<file path="config.mk">
export PLATFORM = sky130hd
export DESIGN_NAME = os_generator
export DESIGN_NICKNAME = d
export VERILOG_FILES = /design/src/rtl/pcie_os_pkg.sv /design/src/rtl/os_symbol_rom.sv /design/src/rtl/os_generator.sv
export SDC_FILE = /design/constraint.sdc
export NUM_CORES = 1
export LEC_CHECK = 0
export CAP_MARGIN = 10
export CORE_AREA = 2 2 236 238
export DETAILED_ROUTE_END_ITERATION = 16
export DIE_AREA = 0 0 238 240
export SYNTH_ARGS = -nofsm -noshare
export SYNTH_HDL_FRONTEND = slang
export SYNTH_HIERARCHICAL = 1
export SYNTH_SLANG_ARGS = --single-unit
</file>
<file path="constraint.sdc">
create_clock -name Pclk -period 5.7 [get_ports Pclk]
set_input_delay 1.14 -clock Pclk [delete_from_list [all_inputs] [get_ports Pclk]]
set_output_delay 1.14 -clock Pclk [all_outputs]
set_load 0.02 [all_outputs]
</file>
<file path="src/rtl/pcie_os_pkg.sv">
// ----------------------------------------------------------------------------
// pcie_os_pkg
// Shared definitions for the PCIe ordered-set generator (8b/10b, Gen1/Gen2):
// ordered-set type codes, K-code and TS identifier constants, per-type
// lengths, the latched request record and small helper functions.
// No ports (package).
// ----------------------------------------------------------------------------
package pcie_os_pkg;

  // Ordered-set request codes as presented by the TX LTSSM; 101-111 reserved.
  typedef enum logic [2:0] {
    OS_TS1  = 3'b000,
    OS_TS2  = 3'b001,
    OS_SKP  = 3'b010,
    OS_EIOS = 3'b011,
    OS_IDLE = 3'b100
  } os_type_e;

  // 8b/10b control characters.
  localparam logic [7:0] K_COM = 8'hBC;  // K28.5
  localparam logic [7:0] K_PAD = 8'hF7;  // K23.7
  localparam logic [7:0] K_SKP = 8'h1C;  // K28.0
  localparam logic [7:0] K_IDL = 8'h7C;  // K28.3

  // Training-sequence identifiers filling symbols 6-15.
  localparam logic [7:0] TS1_ID = 8'h4A;
  localparam logic [7:0] TS2_ID = 8'h45;

  // Ordered-set lengths in symbols.
  localparam logic [5:0] LEN_TS   = 6'd16;
  localparam logic [5:0] LEN_SKP  = 6'd4;
  localparam logic [5:0] LEN_EIOS = 6'd4;
  localparam logic [5:0] LEN_IDLE = 6'd16;

  // Lane-field mode: only 01 selects sequential numbering, all else is PAD.
  localparam logic [1:0] LANE_SEQ = 2'b01;

  // Request fields captured when an ordered set is accepted.
  typedef struct packed {
    os_type_e   os_type;
    logic [7:0] link;
    logic [1:0] lane_mode;
    logic [2:0] rate;
    logic       loopback;
  } os_req_t;

  // One PIPE symbol: K flag plus byte.
  typedef struct packed {
    logic       k;
    logic [7:0] data;
  } os_sym_t;

  function automatic logic os_type_valid(input logic [2:0] code);
    return code <= 3'd4;
  endfunction

  function automatic logic [5:0] os_length(input os_type_e os_type);
    case (os_type)
      OS_SKP:  return LEN_SKP;
      OS_EIOS: return LEN_EIOS;
      OS_IDLE: return LEN_IDLE;
      default: return LEN_TS;
    endcase
  endfunction

  // Data Rate Identifier: bits [rate:1] set. Bit 1 (2.5 GT/s) is always
  // advertised, which also makes rate 0 behave as rate 1.
  function automatic logic [7:0] rate_id(input logic [2:0] rate);
    logic [7:0] id;
    id = 8'h02;
    for (int i = 2; i < 8; i++) begin
      if (i <= int'(rate)) id[i] = 1'b1;
    end
    return id;
  endfunction

endpackage

</file>
<file path="src/rtl/os_symbol_rom.sv">
// ----------------------------------------------------------------------------
// os_symbol_rom
// Combinational lookup of one ordered-set symbol from the latched request,
// the lane it is sent on and its position within the ordered set.
//   req_i      latched request (type, link, lane mode, rate, loopback)
//   lane_i     physical lane index, sent as the lane field in sequential mode
//   sym_idx_i  symbol position 0..15 within the ordered set
//   sym_o      {K flag, byte}; positions past the set length return 0
// ----------------------------------------------------------------------------
module os_symbol_rom
  import pcie_os_pkg::*;
#(
  parameter logic [7:0] NFTS = 8'hFF
) (
  input  os_req_t    req_i,
  input  logic [7:0] lane_i,
  input  logic [3:0] sym_idx_i,
  output os_sym_t    sym_o
);

  always_comb begin
    // NOTE: defaulting every output first keeps this block purely
    // combinational; any path that skipped an assignment would infer a latch.
    sym_o = '0;
    case (req_i.os_type)
      OS_TS1, OS_TS2: begin
        case (sym_idx_i)
          4'd0: sym_o = '{k: 1'b1, data: K_COM};
          4'd1: begin
            if (req_i.link == 8'h00) sym_o = '{k: 1'b1, data: K_PAD};
            else                     sym_o = '{k: 1'b0, data: req_i.link};
          end
          4'd2: begin
            if (req_i.lane_mode == LANE_SEQ) sym_o = '{k: 1'b0, data: lane_i};
            else                             sym_o = '{k: 1'b1, data: K_PAD};
          end
          4'd3: sym_o = '{k: 1'b0, data: NFTS};
          4'd4: sym_o = '{k: 1'b0, data: rate_id(req_i.rate)};
          4'd5: sym_o = '{k: 1'b0, data: {5'b0, req_i.loopback, 2'b0}};
          default: begin
            if (req_i.os_type == OS_TS1) sym_o = '{k: 1'b0, data: TS1_ID};
            else                         sym_o = '{k: 1'b0, data: TS2_ID};
          end
        endcase
      end
      OS_SKP: begin
        if (sym_idx_i == 4'd0)     sym_o = '{k: 1'b1, data: K_COM};
        else if (sym_idx_i < 4'd4) sym_o = '{k: 1'b1, data: K_SKP};
      end
      OS_EIOS: begin
        if (sym_idx_i == 4'd0)     sym_o = '{k: 1'b1, data: K_COM};
        else if (sym_idx_i < 4'd4) sym_o = '{k: 1'b1, data: K_IDL};
      end
      default: sym_o = '0;  // logical Idle: D0.0 on every symbol
    endcase
  end

endmodule

</file>
<file path="src/rtl/os_generator.sv">
// ----------------------------------------------------------------------------
// os_generator
// Serialises one ordered-set request from the TX LTSSM into per-lane PIPE
// symbols, PIPEWIDTH/8 symbols per beat on every lane.
//   Pclk, Reset        clock, synchronous active-high reset
//   OSType             000 TS1, 001 TS2, 010 SKP, 011 EIOS, 100 Idle
//   LaneNumber         01 sequential lane numbers, otherwise PAD
//   LinkNumber         8'h00 sends PAD, otherwise the link number
//   Rate               highest supported generation (Rate ID field)
//   Loopback           Training Control bit 2
//   OSGeneratorStart   request strobe, honoured only in IDLE
//   OSGeneratorBusy    high on every beat of an ordered set
//   OSGeneratorFinish  one-cycle pulse on the last beat
//   TxData/TxDataK     lane i in [i*MAXPIPEWIDTH +: MAXPIPEWIDTH], symbol 0
//                      in the low byte; unused upper bytes driven 0
//   TxDataValid        high on every beat carrying symbols
// All outputs are registered: the first beat appears the cycle after Start.
// ----------------------------------------------------------------------------
module os_generator
  import pcie_os_pkg::*;
#(
  parameter int         MAXPIPEWIDTH = 32,
  parameter int         PIPEWIDTH    = 8,
  parameter int         LANESNUMBER  = 16,
  parameter logic [7:0] NFTS         = 8'hFF
) (
  input  logic                                  Pclk,
  input  logic                                  Reset,
  input  logic [2:0]                            OSType,
  input  logic [1:0]                            LaneNumber,
  input  logic [7:0]                            LinkNumber,
  input  logic [2:0]                            Rate,
  input  logic                                  Loopback,
  input  logic                                  OSGeneratorStart,
  output logic                                  OSGeneratorBusy,
  output logic                                  OSGeneratorFinish,
  output logic [MAXPIPEWIDTH*LANESNUMBER-1:0]   TxData,
  output logic [MAXPIPEWIDTH/8*LANESNUMBER-1:0] TxDataK,
  output logic                                  TxDataValid
);

  localparam int         SYMS     = PIPEWIDTH / 8;     // symbols per beat
  localparam int         MAX_SYMS = MAXPIPEWIDTH / 8;  // symbol slots per lane
  localparam logic [5:0] STEP     = 6'(SYMS);

  typedef enum logic {
    ST_IDLE,
    ST_SEND
  } state_e;

  state_e     state_q;
  os_req_t    req_q;
  logic [5:0] idx_q;  // first symbol of the beat currently on the outputs

  os_req_t    req_in;
  os_req_t    rom_req;
  logic [5:0] rom_idx;
  logic       last_beat;
  logic       finish_d;
  logic [MAXPIPEWIDTH*LANESNUMBER-1:0]   tx_d;
  logic [MAXPIPEWIDTH/8*LANESNUMBER-1:0] txk_d;

  assign req_in = '{
    os_type:   os_type_e'(OSType),
    link:      LinkNumber,
    lane_mode: LaneNumber,
    rate:      Rate,
    loopback:  Loopback
  };

  // Because outputs are registered, the ROM always looks one beat ahead: in
  // IDLE it encodes beat 0 straight from the request inputs so the first beat
  // lands the cycle after Start; in SEND it encodes the beat after idx_q from
  // the latched fields, so input changes mid-set never leak through.
  always_comb begin
    if (state_q == ST_IDLE) begin
      rom_req = req_in;
      rom_idx = '0;
    end else begin
      rom_req = req_q;
      rom_idx = idx_q + STEP;
    end
  end

  assign finish_d  = (rom_idx + STEP) == os_length(rom_req.os_type);
  assign last_beat = (idx_q + STEP) == os_length(req_q.os_type);

  for (genvar l = 0; l < LANESNUMBER; l++) begin : g_lane
    for (genvar s = 0; s < MAX_SYMS; s++) begin : g_sym
      if (s < SYMS) begin : g_active
        os_sym_t sym;

        os_symbol_rom #(
          .NFTS(NFTS)
        ) u_rom (
          .req_i    (rom_req),
          .lane_i   (8'(l)),
          .sym_idx_i(rom_idx[3:0] + 4'(s)),
          .sym_o    (sym)
        );

        assign tx_d[l*MAXPIPEWIDTH + s*8 +: 8] = sym.data;
        assign txk_d[l*MAX_SYMS + s]           = sym.k;
      end else begin : g_unused
        assign tx_d[l*MAXPIPEWIDTH + s*8 +: 8] = 8'h00;
        assign txk_d[l*MAX_SYMS + s]           = 1'b0;
      end
    end
  end

  // NOTE: all state and registered outputs use non-blocking assignments so
  // every register samples pre-edge values, independent of statement order.
  always_ff @(posedge Pclk) begin
    if (Reset) begin
      state_q           <= ST_IDLE;
      req_q             <= '0;
      idx_q             <= '0;
      OSGeneratorBusy   <= 1'b0;
      OSGeneratorFinish <= 1'b0;
      TxDataValid       <= 1'b0;
      TxData            <= '0;
      TxDataK           <= '0;
    end else begin
      case (state_q)
        ST_IDLE: begin
          if (OSGeneratorStart && os_type_valid(OSType)) begin
            state_q           <= ST_SEND;
            req_q             <= req_in;
            idx_q             <= '0;
            OSGeneratorBusy   <= 1'b1;
            OSGeneratorFinish <= finish_d;
            TxDataValid       <= 1'b1;
            TxData            <= tx_d;
            TxDataK           <= txk_d;
          end else begin
            OSGeneratorBusy   <= 1'b0;
            OSGeneratorFinish <= 1'b0;
            TxDataValid       <= 1'b0;
            TxData            <= '0;
            TxDataK           <= '0;
          end
        end
        ST_SEND: begin
          if (last_beat) begin
            // Outputs drop for one cycle; Start is looked at again next edge.
            state_q           <= ST_IDLE;
            idx_q             <= '0;
            OSGeneratorBusy   <= 1'b0;
            OSGeneratorFinish <= 1'b0;
            TxDataValid       <= 1'b0;
            TxData            <= '0;
            TxDataK           <= '0;
          end else begin
            idx_q             <= rom_idx;
            OSGeneratorBusy   <= 1'b1;
            OSGeneratorFinish <= finish_d;
            TxDataValid       <= 1'b1;
            TxData            <= tx_d;
            TxDataK           <= txk_d;
          end
        end
        default: state_q <= ST_IDLE;
      endcase
    end
  end

endmodule
</file>
==> results.json <==
{
  "status": "finished clean",
  "synth_top_family_by_area": "simple AND/OR/NAND/NOR gates",
  "leakagePower_uw": 0.00764,
  "cts_resized": 0,
  "drtAntennaViolNets": 0,
  "synthMuxAreaShare_pct": 1.58,
  "timing.final.crit_share_pct": 59.9,
  "drv_slew": 0,
  "hpwlAfterDp_um": 34500,
  "globalRouteTotalUtil_pct": 17.3,
  "firstDrtPassIters": 5,
  "areaGrowthSynthToFinish_pct": 10.3,
  "avgSynthCellArea_um2": 7.86,
  "rows": 86,
  "die_w_um": 238,
  "whs_ns": 0.451,
  "async_flop_share_pct": 0,
  "hold_viol_final": 0,
  "stdcell_area_um2": 19100,
  "io_pins": 599,
  "cts_root_buf": "clkbuf_16",
  "synth_cell_types": 74,
  "criticalPathCategory": "flop to flop",
  "drive_above_1_share_pct": 9.42,
  "nets": 2470,
  "rsz0062_at_grt": "no",
  "ys_seq_area_share_pct": 19.6,
  "tritoncts": "done",
  "coreArea_um2": 54700,
  "place.gp.congestion": 0.916,
  "synth_fa_ha_area_share_pct": 0.0724,
  "finalCriticalPeriod_ns": 3.41,
  "grt_max_degree": 77,
  "synthXorXnorAreaFrac_pct": 0.254,
  "final_util_pct": 34.9,
  "worstPathArrival_ns": 3.76,
  "wl_um": 52500,
  "dieArea_um2": 57100,
  "layout_commonest_cell": "conb_1",
  "ys_warn_count": 6,
  "fin_ws_ns": 2.29,
  "synth_ff_type": "dfxtp_1",
  "combPwrFrac_pct": 35.3,
  "routedWlPerCell_um": 16.6,
  "power_density_nw_per_um2": 210,
  "setup_tns_ns": 0,
  "p_seq_share_pct": 31.9,
  "placed_area_um2": 18400,
  "cap_violations": 0,
  "syn_inst": 2198,
  "p_sw_uw": 1560,
  "worst_hold_path_type": "flop to flop",
  "worst_pin_slew_ns": 1.06,
  "h-tree-depth": 4,
  "slew_headroom_pct": 29.4,
  "post-cts-setup-buffers": 0,
  "diodes": 0,
  "grt_antenna_before_repair": 1,
  "start_kind": "flop",
  "clockBufferDepth": 2,
  "port-buffer-count": 166,
  "vias": 15400,
  "synth_compound_area_share_pct": 24.5,
  "crit_fanout": 64,
  "final_cell_mix": "conb_1, o21ai_0, nand2_1, dfxtp_1, clkdlybuf4s50_1",
  "clock_latency_ns": 0.47,
  "cts_hold_buf": 0,
  "drc": 0,
  "grt_pass1_vias": 13200,
  "irDropWorstVdd_v": 0.000204,
  "max_freq_mhz": 293,
  "synth_area_um2": 17300,
  "die_h_um": 240,
  "switching_share_pct": 39.0,
  "cts_inserted_buffers": 17,
  "path_clk_slew_ns": 0.07,
  "clockPowerShare_pct": 32.8,
  "cp-end-kind": "flop",
  "drt_iter0_drc": 1485,
  "clock_skew_ns": 0.0170,
  "setup_viol": 0,
  "grt_first_pass_wirelength_um": 78600,
  "p_int_uw": 2440,
  "synth_edf_count": 0,
  "worst_ep_required_time_ns": 6.05,
  "synth-simple-area-share_pct": 31.0,
  "vias_per_cell": 4.87,
  "initial_core_util_pct": 31.6,
  "numClockSinks": 169,
  "pre_cts_slack_ns": 1.88,
  "grt-ovfl-total": 0,
  "synth_seq_cells": 169
}
==> power groups by stage <==
stage          registers [uW]  clock network (uW)  logic [uW]
2_1_floorplan            1360                   0        1170
3_3_place_gp             1300                   0        1400
3_5_place_dp             1300                   0        1390
4_1_cts                  1280                1350        1400
5_1_grt                  1280                1390        1530
6_report                 1280                1310        1410
==> flip-flops by register name, indices dropped and copies added (netlist names) <==
name	flops
idx_q	6
state_q	1
OSGeneratorFinish	1
TxData	128
TxDataK	16
req_q	17
==> through the flow <==
| stage | instances | total power, uW |
|---|---|---|
| after floorplan | 2756 | 2530 |
| after global placement | 3134 | 2700 |
| after detailed placement | 3134 | 2690 |
| after CTS | 3166 | 4020 |
| after global routing | 3166 | 4200 |
| final | 3166 | 4000 |
==> kinds of logic after synthesis <==
family / after synthesis
mux: 25
other cells: 2
buf+inv: 545
xor+xnor: 5
simple gates: 807
fa+ha+maj: 1
compound gates: 644
flops: 169
==> layout make-up <==
type / count / area [um^2]
timing repair buffer: 201 / 2010
clock inverter: 14 / 209
tap: 704 / 881
multi-input combinational: 2042 / 12100
sequential: 169 / 3380
inverter: 18 / 67.6
clock buffer: 18 / 439
fill: 5888 / 35600
==> cells in the mapped netlist (all sizes together) (5+ instances only) <==
master | count | area [um^2]
buf | 509 | 3830
o21ai | 207 | 1040
nand2 | 172 | 646
dfxtp | 169 | 3380
and2 | 155 | 970
nor2 | 110 | 495
a21oi | 107 | 551
a31oi | 56 | 350
a21o | 53 | 398
nand2b | 52 | 325
nor4b | 51 | 952
nand3 | 43 | 215
nand4 | 40 | 250
o211ai | 35 | 318
nor2b | 34 | 213
nor3 | 29 | 340
o21a | 28 | 210
nor3b | 24 | 180
or4 | 24 | 225
o31ai | 23 | 173
a22o | 22 | 193
a22oi | 22 | 220
or2 | 20 | 125
clkbuf | 18 | 67.6
inv | 18 | 67.6
mux2 | 18 | 203
a41oi | 13 | 114
nand4b | 12 | 111
nor4 | 12 | 75.1
o22ai | 12 | 75.1
a21bo | 11 | 110
a311oi | 11 | 96.3
and3 | 11 | 68.8
a2111oi | 10 | 93.8
mux2i | 7 | 70.1
a32oi | 5 | 43.8
o22a | 5 | 45.0
o32ai | 5 | 43.8
==> critical path, stage by stage, from the launching register on <==
cell and delay [ns]:
dfxtp_1 0.45, ha_1 0.29, xor2_1 0.34, and2_4 0.71, buf_12 0.38, inv_1 0.17, o21ai_0 0.19, a21o_1 0.16
a31oi_1 0.08, or2_1 0.25, and2_1 0.15
==> worst paths after layout <==
kind            endpoint  slack, ns  depth (start not counted)      from
max reg2reg  TxData[323]       2.29                         10  idx_q[0]
min             req_q[9]       0.45                          2  req_q[9]
min reg2reg     req_q[9]       0.45                          2  req_q[9]
max          TxData[323]       2.29                         10  idx_q[0]
==> per-layer routing <==
| layer | wire length, um | vias to the layer above | GRT usage, % |
|---|---|---|---|
| met2 | 24500 | 762 | 28.1 |
| met1 | 22500 | 7132 | 23.2 |
| met4 | 1590 | 0 | 6.57 |
| li1 | - | 7441 | - |
| met5 | 0 | - | 0 |
| met3 | 3900 | 97 | 2.58 |
Note: power is estimated with default switching activity, not from simulation.
